$ cat src/rtl/bus_timer_if.sv
// bus_timer_if: south-bridge device-port bundle between the bridge (master)
// and a timer responder (slave). Addr is the word address [31:2].
interface bus_timer_if;
    logic [31:2] Addr;
    logic [31:0] WData;
    logic        WE;
    logic [31:0] RData;
    logic        IRQ;

    modport master (output Addr, output WData, output WE, input RData, input IRQ);
    modport slave  (input Addr, input WData, input WE, output RData, output IRQ);
endinterface

$ cat src/rtl/bus_timer.sv
// bus_timer: programmable down-counting timer on the south-bridge device port.
// Offsets (Addr[3:2]): 0 CTRL {IM, MODE[1:0], EN}, 1 PRESET, 2 COUNT (read-only),
// 3 STATUS when BUS_TIMER_STATUS_EN is defined, otherwise reads 0 / ignores writes.
// Optional feature macro: BUS_TIMER_STATUS_EN.
module bus_timer #(
    parameter int CNT_W = 32
) (
    input  logic        clk,
    input  logic        reset,
    bus_timer_if.slave  bus
);

    typedef enum logic [1:0] {
        ST_IDLE = 2'd0,
        ST_LOAD = 2'd1,
        ST_CNT  = 2'd2,
        ST_INT  = 2'd3
    } state_t;

    localparam logic [1:0]       MODE_RELOAD = 2'b01;
    localparam logic [CNT_W-1:0] CNT_ONE     = CNT_W'(1);

    state_t             state_q, state_d;
    logic               en_q, en_d;
    logic [1:0]         mode_q, mode_d;
    logic               im_q, im_d;
    logic [CNT_W-1:0]   preset_q, preset_d;
    logic [CNT_W-1:0]   count_q, count_d;
    logic               irq_pend_q, irq_pend_d;
    logic [31:0]        rdata;
    logic               unused_bus;

    // Address bits above the register offset are decoded by the bridge.
    assign unused_bus = ^{bus.Addr[31:4], bus.WData};

    // Register file: reset has priority over any bus write.
    always_ff @(posedge clk) begin
        if (reset) begin
            state_q    <= ST_IDLE;
            en_q       <= 1'b0;
            mode_q     <= 2'b00;
            im_q       <= 1'b0;
            preset_q   <= '0;
            count_q    <= '0;
            irq_pend_q <= 1'b0;
        end else begin
            state_q    <= state_d;
            en_q       <= en_d;
            mode_q     <= mode_d;
            im_q       <= im_d;
            preset_q   <= preset_d;
            count_q    <= count_d;
            irq_pend_q <= irq_pend_d;
        end
    end

    // FSM next state, then bus writes layered on top so they win any collision.
    always_comb begin
        state_d    = state_q;
        en_d       = en_q;
        mode_d     = mode_q;
        im_d       = im_q;
        preset_d   = preset_q;
        count_d    = count_q;
        irq_pend_d = irq_pend_q;

        case (state_q)
            ST_IDLE: begin
                if (en_q) state_d = ST_LOAD;
            end
            ST_LOAD: begin
                count_d = preset_q;
                state_d = ST_CNT;
            end
            ST_CNT: begin
                if (!en_q) begin
                    state_d = ST_IDLE;
                end else if (count_q > CNT_ONE) begin
                    count_d = count_q - CNT_ONE;
                end else begin
                    // PRESET=0 expires on the same cycle as PRESET=1.
                    count_d    = '0;
                    irq_pend_d = 1'b1;
                    state_d    = ST_INT;
                end
            end
            ST_INT: begin
                // Only MODE=01 reloads; 10/11 behave as one-shot.
                if (mode_q == MODE_RELOAD) irq_pend_d = 1'b0;
                else                       en_d       = 1'b0;
                state_d = ST_IDLE;
            end
            default: state_d = ST_IDLE;
        endcase

        if (bus.WE) begin
            case (bus.Addr[3:2])
                2'd0: begin
                    en_d       = bus.WData[0];
                    mode_d     = bus.WData[2:1];
                    im_d       = bus.WData[3];
                    irq_pend_d = 1'b0;
                end
                2'd1: preset_d = bus.WData[CNT_W-1:0];
                2'd3: begin
`ifdef BUS_TIMER_STATUS_EN
                    if (bus.WData[2]) irq_pend_d = 1'b0;
`endif
                end
                default: ;
            endcase
        end
    end

    // Combinational read mux; unused bits read as zero.
    always_comb begin
        rdata = '0;
        case (bus.Addr[3:2])
            2'd0: rdata = {28'd0, im_q, mode_q, en_q};
            2'd1: rdata = 32'(preset_q);
            2'd2: rdata = 32'(count_q);
            2'd3: begin
`ifdef BUS_TIMER_STATUS_EN
                rdata = {27'd0, irq_pend_q, state_q, im_q, en_q};
`else
                rdata = '0;
`endif
            end
            default: rdata = '0;
        endcase
    end

    assign bus.RData = rdata;
    assign bus.IRQ   = im_q & irq_pend_q;

endmodule

$ cat src/flat_wrapper.sv
// flat-port wrapper written by rule: the top's interface ports become plain ports
module bus_timer_flat 
#(
    parameter int CNT_W = 32
)
  (clk, reset, bus_Addr, bus_WData, bus_WE, bus_RData, bus_IRQ);
  bus_timer_if bus_i ();
  input  logic clk;
  input  logic reset;
  input wire logic [$bits(bus_i.Addr)-1:0] bus_Addr;
  input wire logic [$bits(bus_i.WData)-1:0] bus_WData;
  input wire logic [$bits(bus_i.WE)-1:0] bus_WE;
  output wire logic [$bits(bus_i.RData)-1:0] bus_RData;
  output wire logic [$bits(bus_i.IRQ)-1:0] bus_IRQ;
  assign bus_i.Addr = bus_Addr;
  assign bus_i.WData = bus_WData;
  assign bus_i.WE = bus_WE;
  assign bus_RData = bus_i.RData;
  assign bus_IRQ = bus_i.IRQ;
  bus_timer #(.CNT_W(CNT_W)) u_core (.clk(clk), .reset(reset), .bus(bus_i));
endmodule
$ cat config.mk
export PLATFORM = sky130hd
export DESIGN_NAME = bus_timer_flat
export DESIGN_NICKNAME = d
export VERILOG_FILES = /design/src/rtl/bus_timer_if.sv /design/src/rtl/bus_timer.sv /design/src/flat_wrapper.sv
export SDC_FILE = /design/constraint.sdc
export NUM_CORES = 1
export LEC_CHECK = 0
export BUFFER_PORTS_ARGS = -buffer_cell sky130_fd_sc_hd__buf_2
export CAP_MARGIN = 25
export CORE_MARGIN = 2
export CORE_UTILIZATION = 30
export DETAILED_ROUTE_END_ITERATION = 8
export PLACE_DENSITY = 0.5
export SLEW_MARGIN = 20
export SYNTH_ARGS = -nofsm -noshare
export SYNTH_HDL_FRONTEND = slang
export SYNTH_SLANG_ARGS = --single-unit
$ cat constraint.sdc
create_clock -name clk -period 3.1 [get_ports clk]
set_input_delay 0.465 -clock clk [delete_from_list [all_inputs] [get_ports clk]]
set_output_delay 0.465 -clock clk [all_outputs]
set_load 0.02 [all_outputs]
# Yosys cells after proc, flatten, opt, wreduce, memory -nomap -nowiden
# Index checks and enable logic that the tools add are counted.
dict set report totals {
  ff_bits 71
  in_bits 65
  out_inout_bits 33
  word_cells 45
}
dict set report op_classes {
  addsub 1
  order_cmp 1
  eq_ne 10
  n_mux 18
  n_bitwise 1
  n_reduce_logical 7
}
# operator n
set op_table {}
lappend op_table {{case mux 32 bit (4 select lines)} 1}
lappend op_table {{two-way mux 32 bit} 2}
lappend op_table {{case mux 32 bit (2 select lines)} 1}
lappend op_table {{greater-than comparator 32 x 1 -> 1 bit, second input constant} 1}
lappend op_table {{subtractor 32 x 1 -> 32 bit, second input constant} 1}
lappend op_table {{two-way mux 1 bit} 9}
lappend op_table {{== test 2 bit, second input constant} 4}
lappend op_table {{case mux 2 bit (4 select lines)} 1}
lappend op_table {{AND reduction 2 bit} 4}
lappend op_table {{== test 2 x 1 -> 1 bit, second input constant} 3}
lappend op_table {{two-way mux 2 bit} 3}
lappend op_table {{logical NOT 2 bit} 2}
lappend op_table {{!= test 2 x 1 -> 1 bit, second input constant} 2}
lappend op_table {{!= test 3 bit, second input constant} 1}
lappend op_table {{case mux 1 bit (2 select lines)} 1}
lappend op_table {{nonzero test 2 bit} 1}
lappend op_table {{AND 1 bit} 1}

# Depth between registers and ports, before layout
dict set report depth {
  word_depth 6
  mapped_depth 11
}

# Least setup slack after synthesis
# Ideal clock, no wire load.
dict set report synth_timing {
  path_kind {register -> register}
  from {reg u_core.count_q[16]}
  to {reg u_core.count_q[13]}
  arrival_time_ns 2.596
  required_ns 2.972
  setup_slack_ns 0.376
  stages_incl_launch_ff 12
  path_buffers 5
  period_less_slack_ns 2.724
  path_cell_list {dfxtp_1 -> buf_6 -> or4_4 -> buf_6 -> or4_4 -> buf_6 -> nor4_4 -> nor2b_1 -> buf_6 -> buf_6 -> a221oi_1 -> nor2_1}
}
dict set report synth_via {
  elab_chain_len 4
}
# item line_no
set synth_lines {}
lappend synth_lines {{from (decl)} bus_timer.sv:28} ;# logic [CNT_W-1:0] count_q, count_d;
lappend synth_lines {{from (signal assigned)} bus_timer.sv:52} ;# count_q <= count_d;
lappend synth_lines {{greater-than comparator 32 x 1 -> 1 bit} bus_timer.sv:78} ;# end else if (count_q > CNT_ONE) begin
lappend synth_lines {{two-way mux 32 bit} bus_timer.sv:78}
lappend synth_lines {{two-way mux 32 bit} bus_timer.sv:76} ;# if (!en_q) begin
lappend synth_lines {{case mux 32 bit (2 select lines)} bus_timer.sv:67} ;# case (state_q)
# Every way passes these cells. The select of a mux whose other input is x is not followed.
# A chain may end at the register's enable or synchronous reset.

# Final worst setup path
dict set report layout_timing {
  from {reg u_core.count_q[17]}
  to {reg u_core.count_q[1]}
}
# The elaborated chain is that of the path after synthesis.

==> metrics <==
status finished, final reports clean; Die Wd 117.9 um; Initial Utilization 30.73%; worst-skew pair later-pin latency 340 ps; CP Class flop to flop; Cells on Worst Hold Path 3; Crit Reg-Reg Endpoint u_core.count_q[1]; post-synthesis cell type count 47; DIE AREA 13910 um^2; endpoint class of the critical path flop; fmax 354.6 MHz; worst reg2reg path startpoint u_core.count_q[17]; total gr overflow 0; Syn Nets 581; Seq/Total Area, Yosys 36.50%; maxcap violations 0; Vias/cell 5.332; RSZ-0062 raised after global routing no; Top Layer Used met4; Int Power 0.001554 W; TritonCTS Sinks 71; wire per inst 16.55 um; Sw Share 24.91%; htree depth 3; CTS max path bufs 2; routability cong. 0.8717; DP HPWL 8647 um; Max-slew headroom 41.70%; routed via count 3978; clk_skew 6.573 ps; Nets 637; Hold Vio Cnt, Final 0; Pre-Repair DR Iteration Count 4; R2R Setup Slk 280 ps; Clock power frac 45.7%; number of flops mapped to enable cells by yosys 0; vias in the first global route 3760; Yosys reg bits 71; Residual DRC 0; Worst Path Max Fanout 16; actual slew at the worst max-slew pin 872.6 ps; first-pass GRT wire length 20230 um; Root Driver clkbuf_16; I/O pins 98; post-cts resize count 0; Syn-to-layout area delta 20.21%; commonest non-fill, non-tap cell in the layout nand2_1; share of cells above drive strength 1 20.21%; met3 routed WL 417 um; WP data required 3300 ps; Metal-1 WL 6071 um; row cnt 41; met2 WL post-DR 5653 um; maximum VDD drop 241.4 uV; Flop pwr share 45.8%; Hold Path Sink u_core.preset_q[18]; WP data arrival 3020 ps; fraction of registers with async set/reset 0%; Tcrit/Tclk final 90.97%; input/output buffers 69; Cells after Synth 514; # diodes 0; final wirelength 12340 um; mean post-synth cell area 7.575 um^2; Setup Viol. Count Final 0; cts hold-fix bufs 0; Total Routing Usage GR 18.01%; leak pwr 1.869 nW; largest net degree at the start of global routing 44; synthesized area 3894 um^2; antenna violations before repair 0; Final Power 0.002069 W; Post-CTS Setup Inserts 0; min Tclk post-route 2820 ps; 1st-iter DRT viols 216; cts bufs inserted 9; most frequent cells in the layout nand2_1, dfxtp_1, buf_2; PwrDens 442.1 nW/um^2; Slew Limit Fails 0; CORE AREA 12670 um^2; Routed Antenna Nets 0; Final TNS setup 0 ps; Die H 117.9 um; Worst Reg-to-Reg Cells 7; Gate power share 8.5%; Min-Delay Path Class input port to flop; Net Sw Power 0.0005155 W; CTS tree yes; synth warn 0; clock slew at reported path FFs 60 ps; top_reg_cell synth dfxtp_1; CP startpoint kind flop; Final Hold Slack 357.6 ps; Hold Crit Start bus_WData[18]
-- layer usage --
metal  track usage [%]  up-vias
met5                 0        -
met4             7.003        0
met3             2.519       13
met2             27.54       88
met1             25.50     1884
li1                  -     1993
-- logic make-up after synthesis --
kind of cell | synth area share [%]
and+or+nand+nor | 27.99
DFF | 36.50
xor gates and xnor gates | 0.2250
AOI/OAI and AO/OA | 25.64
adders and majority gates | 0.6426
muxes | 2.956
buffers and inverters | 6.041
-- worst max-delay path, cell delays in order, from the launching register on --
cell and delay (ps):
dfxtp_1 370, or4_4 580, or4_4 610, nor4_4 390
nor2b_2 120, buf_4 220, a221oi_1 290, a211oi_1 90
-- per-stage QoR --
step	instances	setup WS, ps	instance area (um^2)	util, %
6_report	746	280.0	4681	36.94
5_1_grt	746	168.3	4681	36.94
4_1_cts	746	282.7	4681	36.94
3_5_place_dp	731	300.4	4422	34.90
3_3_place_gp	731	380.9	4422	34.90
2_1_floorplan	514	376.1	3894	-
-- Yosys cell counts (all sizes together), types with 2 or more instances --
master	count	area (um^2)
nand2	113	424.2
nand4	7	43.79
a221oi	5	50.04
o311ai	4	35.03
ha	2	25.02
o211ai	2	15.01
or4	8	67.56
a32oi	2	17.52
nand2b	6	37.54
a22o	28	245.2
a22oi	3	22.52
buf	8	70.06
nor3	14	70.07
clkbuf	39	146.4
nor3b	3	22.52
nor4	11	83.83
o31ai	5	37.54
a211oi	3	22.52
nand3	22	110.1
mux2i	7	70.07
a21o	2	15.01
o41ai	3	26.28
nor2b	5	31.28
and2	3	18.77
nand3b	4	30.03
dfxtp	71	1421
inv	5	18.77
nor2	22	82.58
mux2	4	45.04
a31oi	20	125.1
o22ai	4	25.02
a21oi	47	235.2
o21ai	18	90.09
and3	6	37.54
-- power by group through the flow --
stage	registers [W]	logic [W]	clock network [W]
final	0.000948	0.000176	0.000946
after global placement	0.000967	0.000174	0
after CTS	0.000947	0.000179	0.000952
after global routing	0.000950	0.000197	0.000998
after detailed placement	0.000967	0.000178	0
after floorplan	0.000960	0.000108	0
-- worst max-delay path by stage --
stage / from / end / depth (start not counted)
2_1_floorplan: u_core.count_q[16] / u_core.count_q[13] / 11
3_3_place_gp: u_core.count_q[17] / u_core.count_q[0] / 7
3_5_place_dp: u_core.count_q[17] / u_core.count_q[1] / 7
4_1_cts: u_core.count_q[17] / u_core.count_q[1] / 7
5_1_grt: u_core.count_q[17] / u_core.count_q[0] / 7
6_report: u_core.count_q[17] / u_core.count_q[1] / 7
-- layout make-up --
cell class	instances	area, um^2
fill	1382	7990
multi-input combinational	391	2248
sequential	71	1421
timing repair buffer	92	518.0
clock buffer	14	254.0
tap	172	215.2
inverter	5	18.77
clock inverter	1	5.005
-- flip-flops by register name (all words and copies together) (netlist names) --
register / flops
u_core.en_q: 1
u_core.irq_pend_q: 1
u_core.preset_q: 32
u_core.mode_q: 2
u_core.state_q: 2
u_core.im_q: 1
u_core.count_q: 32
Power figures use the tool's default switching activity.
